<file path="src/rtl/serial_add_ctrl.sv">
// Bit-serial adder: walks one shared full-adder cell over WIDTH cycles, LSB first,
// with a registered carry between cycles and a start/busy/done handshake.

module add_1bit (
    input  logic A1,
    input  logic B1,
    input  logic Cin,
    output logic S1,
    output logic Cout1
);
    assign S1    = A1 ^ B1 ^ Cin;
    assign Cout1 = (A1 & B1) | (Cin & (A1 ^ B1));
endmodule

module serial_add_ctrl #(
    parameter int WIDTH = 8
) (
    input  logic             clk,
    input  logic             rst,
    input  logic             start,
    input  logic [WIDTH-1:0] a,
    input  logic [WIDTH-1:0] b,
    input  logic             cin,
    output logic             busy,
    output logic             done,
    output logic [WIDTH-1:0] sum,
    output logic             cout
);
    localparam int CW = (WIDTH > 1) ? $clog2(WIDTH) : 1;

    typedef enum logic [1:0] {
        IDLE = 2'd0,
        RUN  = 2'd1,
        DONE = 2'd2
    } state_t;

    state_t           state;
    logic [WIDTH-1:0] a_sr;
    logic [WIDTH-1:0] b_sr;
    logic             c_reg;
    logic [CW-1:0]    cnt;
    logic             s_bit;
    logic             c_bit;

    add_1bit u_fa (
        .A1    (a_sr[0]),
        .B1    (b_sr[0]),
        .Cin   (c_reg),
        .S1    (s_bit),
        .Cout1 (c_bit)
    );

    always_ff @(posedge clk or posedge rst) begin
        if (rst) begin
            state <= IDLE;
            busy  <= 1'b0;
            done  <= 1'b0;
            sum   <= '0;
            cout  <= 1'b0;
            cnt   <= '0;
            a_sr  <= '0;
            b_sr  <= '0;
            c_reg <= 1'b0;
        end else begin
            case (state)
                IDLE: begin
                    // Operands track the inputs while idle; sum/cout hold the last result.
                    a_sr  <= a;
                    b_sr  <= b;
                    c_reg <= cin;
                    cnt   <= '0;
                    if (start) begin
                        state <= RUN;
                        busy  <= 1'b1;
                    end
                end
                RUN: begin
                    a_sr  <= a_sr >> 1;
                    b_sr  <= b_sr >> 1;
                    // New bit enters at the MSB so bit 0 reaches sum[0] after WIDTH shifts.
                    sum   <= (sum >> 1) | (WIDTH'(s_bit) << (WIDTH - 1));
                    c_reg <= c_bit;
                    cnt   <= cnt + CW'(1);
                    if (cnt == CW'(WIDTH - 1)) begin
                        cout  <= c_bit;
                        state <= DONE;
                        busy  <= 1'b0;
                        done  <= 1'b1;
                    end
                end
                DONE: begin
                    done  <= 1'b0;
                    state <= IDLE;
                end
                default: begin
                    state <= IDLE;
                    busy  <= 1'b0;
                    done  <= 1'b0;
                end
            endcase
        end
    end
endmodule

</file>
<file path="config.mk">
export PLATFORM = sky130hd
export DESIGN_NAME = serial_add_ctrl
export DESIGN_NICKNAME = d
export VERILOG_FILES = /design/src/rtl/serial_add_ctrl.sv
export SDC_FILE = /design/constraint.sdc
export NUM_CORES = 1
export LEC_CHECK = 0
export CELL_PAD_IN_SITES_DETAIL_PLACEMENT = 0
export CELL_PAD_IN_SITES_GLOBAL_PLACEMENT = 1
export CORE_MARGIN = 2
export CORE_UTILIZATION = 35
export CTS_CLUSTER_SIZE = 28
export DETAILED_ROUTE_END_ITERATION = 16
export MAX_ROUTING_LAYER = met4
export PLACE_DENSITY = 0.84
export RECOVER_POWER = 50
export REMOVE_ABC_BUFFERS = 1
export SYNTH_ARGS = -nofsm -noshare
export SYNTH_HDL_FRONTEND = slang
export SYNTH_SLANG_ARGS = --single-unit
</file>
<file path="constraint.sdc">
create_clock -name clk -period 1.3 [get_ports clk]
set_clock_uncertainty 0.05 [all_clocks]
set_input_delay 0.26 -clock clk [delete_from_list [all_inputs] [get_ports clk]]
set_output_delay 0.26 -clock clk [all_outputs]
set_load 0.01 [all_outputs]
</file>
==> results.yml <==
cts:
  cts-buffers-inserted: 5
  max-clock-path-buffers: 2
  cts.reportedPaths.clkPinSlew_ns: 0.07
  h-tree-depth: 2
  cts-root-buf: "clkbuf_8"
  clock_sink_count: 33
  insertion_delay_ns: 0.29
  cts_tree: "done"
cells_and_area:
  areaGrowthSynthToFinish_pct: 35.1
  final_cells: 207
  finish.utilization_pct: 48.4
  mostFrequentLayoutCell: "dfrtp_1"
  num-nets-final: 179
  largest_registers: "a_sr (8), b_sr (8), sum (8)"
  fillerInstances: 353
  layout_common_cells: "dfrtp_1 (33), clkdlybuf4s50_1 (19), nand2_1 (17), o21ai_1 (17), mux2i_1 (15)"
  finalInstanceArea_sq_um: 1910
  antenna_cells_inserted: 0
  drive_above_1_share_pct: 14.6
grt:
  grt-ovfl-total: 0
  grtUsageMet1_pct: 13.8
  met2_usage_pct: 20.3
  first_global_vias: 939
  initial_antenna_violation_count: 0
  first_pass_grt_wire_length_microns: 4000
  globalRoute.busiestLayer: "met2"
  gr-usage-met3_pct: 3.50
  pin_count_of_the_biggest_net_entering_global_routing: 41
  grtUsageTotal_pct: 12.8
synth:
  post_synth_num_cell_types: 19
  synthDominantAreaCellType: "dfrtp_1"
  post_synth_inst_count: 117
  synth_warnings: 0
  ys_seq_area_share_pct: 58.5
  synth_area_sq_um: 1410
  ys_ff_latch: 33
  synthesis.area_per_instance_sq_um: 12.1
  synth_largest_type_area_fraction_pct: 58.5
  yosys-top-cells-area: "dfrtp_1 (59%), mux2i_1 (11%), mux2_1 (7.2%), o21ai_1 (6.0%), nand2_1 (4.5%)"
sta:
  post-route-min-period_ns: 1.32
  grt_setup_unrepaired: "true"
  final_clock_period_utilization_by_the_worst_path_pct: 102
  hold_violations: 0
  slew_headroom_pct: 46.5
  final-max-slew-violation-count: 0
  max_freq_mhz: 757
  setup_slack_ns: -0.0207
  fin_tns_setup_ns: -0.0207
  timing_worst_slew_pin_value_ns: 0.802
  finalSetupViolCount: 1
drt:
  viasPerCell: 4.65
  drt_iter0_drc: 50
  detailroute.via_count: 962
  post-route-drc-count: 0
  firstDrtPassIters: 3
  wl_per_cell_microns: 11.8
  detail_route.wirelength_microns: 2450
  remaining_antenna_violation_count_after_routing: 0
worst_setup_path:
  crit_path_top_delay_cell: "dfrtp_1"
  worst-path-buf-inv: 0
  worst-setup-path-type: "reg2reg"
  cp-start-kind: "flip-flop"
  path_delay_family: "flip-flops"
  worstSetupEndpointType: "flip-flop"
  required_ns: 1.43
  crit_path_max_incr_delay_ns: 0.38
  critPathMaxFanout: 4
  crit_chain: "ha_2, ha_4, and2_4, mux2_4"
  worstPathArrival_ns: 1.45
floorplan:
  die_height_microns: 67.5
  placementRows: 23
  die_footprint_sq_um: 4560
  coreArea_sq_um: 3940
  io_pins: 31
  initial_utilization_pct: 35.8
  die_w_microns: 67.5
status:
  violations: "setup timing"
  result_of_the_run: "finished with violations"
placed_design:
  place_congestion: 0.738
  dp_hpwl_microns: 1610
  post_dp_cell_area_sq_um: 1800
  place.port_buffers: 30
  dp_cells: 196
flow_run:
  count_of_maximum_capacitance_violations: 0
pwr:
  pwr_density_cell_nw_per_um2: 2210
  power_leakage_nw: 0.904
  irDropWorstVdd_mv: 0.709
worst_hold_path:
  hp-class: "reg2reg"
[where the power goes]
part,switching [W],internal (W),total [W],leakage (nW)
logic,0.000706,0.000965,0.00167,0.458
clock network,0.000374,0.000371,0.000744,0.0450
registers,0.000285,0.00151,0.00180,0.401
[worst reg2reg max path, delay by kind of cell (launching register included)]
kind | cells | cell delay (ns)
muxes | 1 | 0.29
DFF | 1 | 0.38
adders and majority gates | 2 | 0.36
and+or+nand+nor | 1 | 0.14
[cell type report]
| cell class | instances | area (sq um) | share of cell area [%] |
|---|---|---|---|
| clock inverter | 2 | 10.0 | 0.525 |
| multi-input combinational | 75 | 567 | 29.7 |
| inverter | 2 | 7.51 | 0.394 |
| timing repair buffer | 39 | 362 | 19.0 |
| tap | 50 | 62.6 | 3.28 |
| sequential | 33 | 826 | 43.3 |
| clock buffer | 6 | 72.6 | 3.81 |
[cells in the mapped netlist]
master     n
dfrtp_1   33
nand2_1   17
o21ai_1   17
mux2i_1   15
mux2_1     9
a22o_1     3
clkbuf_1   3
nand2b_1   3
a21oi_1    2
buf_2      2
buf_4      2
ha_1       2
inv_1      2
nor2_1     2
a21o_1     1
and2_4     1
fa_1       1
mux2_2     1
nor2b_1    1
[cell families after synthesis]
group,Yosys count,share of synthesized area (%)
flops,33,58.5
mux,25,18.6
simple gates,24,7.45
compound gates,23,9.13
buf+inv,9,3.10
fa+ha+maj,3,3.19
[per-layer routing]
metal,vias to the layer above,share of wire (%)
met3,4,5.7
met5,-,0
li1,474,-
met4,0,1.0
met2,30,50
met1,454,43
[path summary, 6_finish.rpt]
path                                     start             endpoint  slack [ns]  cells after the start
setup / recovery            cnt[0]$_DFFE_PP0P_     cout$_DFFE_PP0P_       -0.02                      4
hold / removal             a_sr[1]$_DFFE_PP0P_  a_sr[1]$_DFFE_PP0P_        0.43                      2
setup reg to reg            cnt[0]$_DFFE_PP0P_     cout$_DFFE_PP0P_       -0.02                      4
hold reg to reg            a_sr[1]$_DFFE_PP0P_  a_sr[1]$_DFFE_PP0P_        0.43                      2
max in group asynchronous                  rst   sum[5]$_DFFE_PP0N_        0.24                      3
min in group asynchronous                  rst     done$_DFFE_PP0P_        0.45                      3
[stage by stage]
stage	hold WS (ns)	total power, W	worst slack, ns
after floorplan	0.339	0.00274	-0.865
after global placement	0.418	0.00338	-0.0648
after detailed placement	0.425	0.00347	-0.0871
after CTS	0.257	0.00420	-0.0203
after global routing	0.467	0.00456	-0.0499
final	0.433	0.00421	-0.0207
[repair_timing]
item / in CTS / in global routing
setup buffers: 0 / 3
gates resized for setup: 18 / 7
pin swaps: 3 / 3
hold buffers: 0 / 0
gates cloned: 0 / 0
endpoints found under the setup margin: 16 / 10
Power figures use the tool's default switching activity.
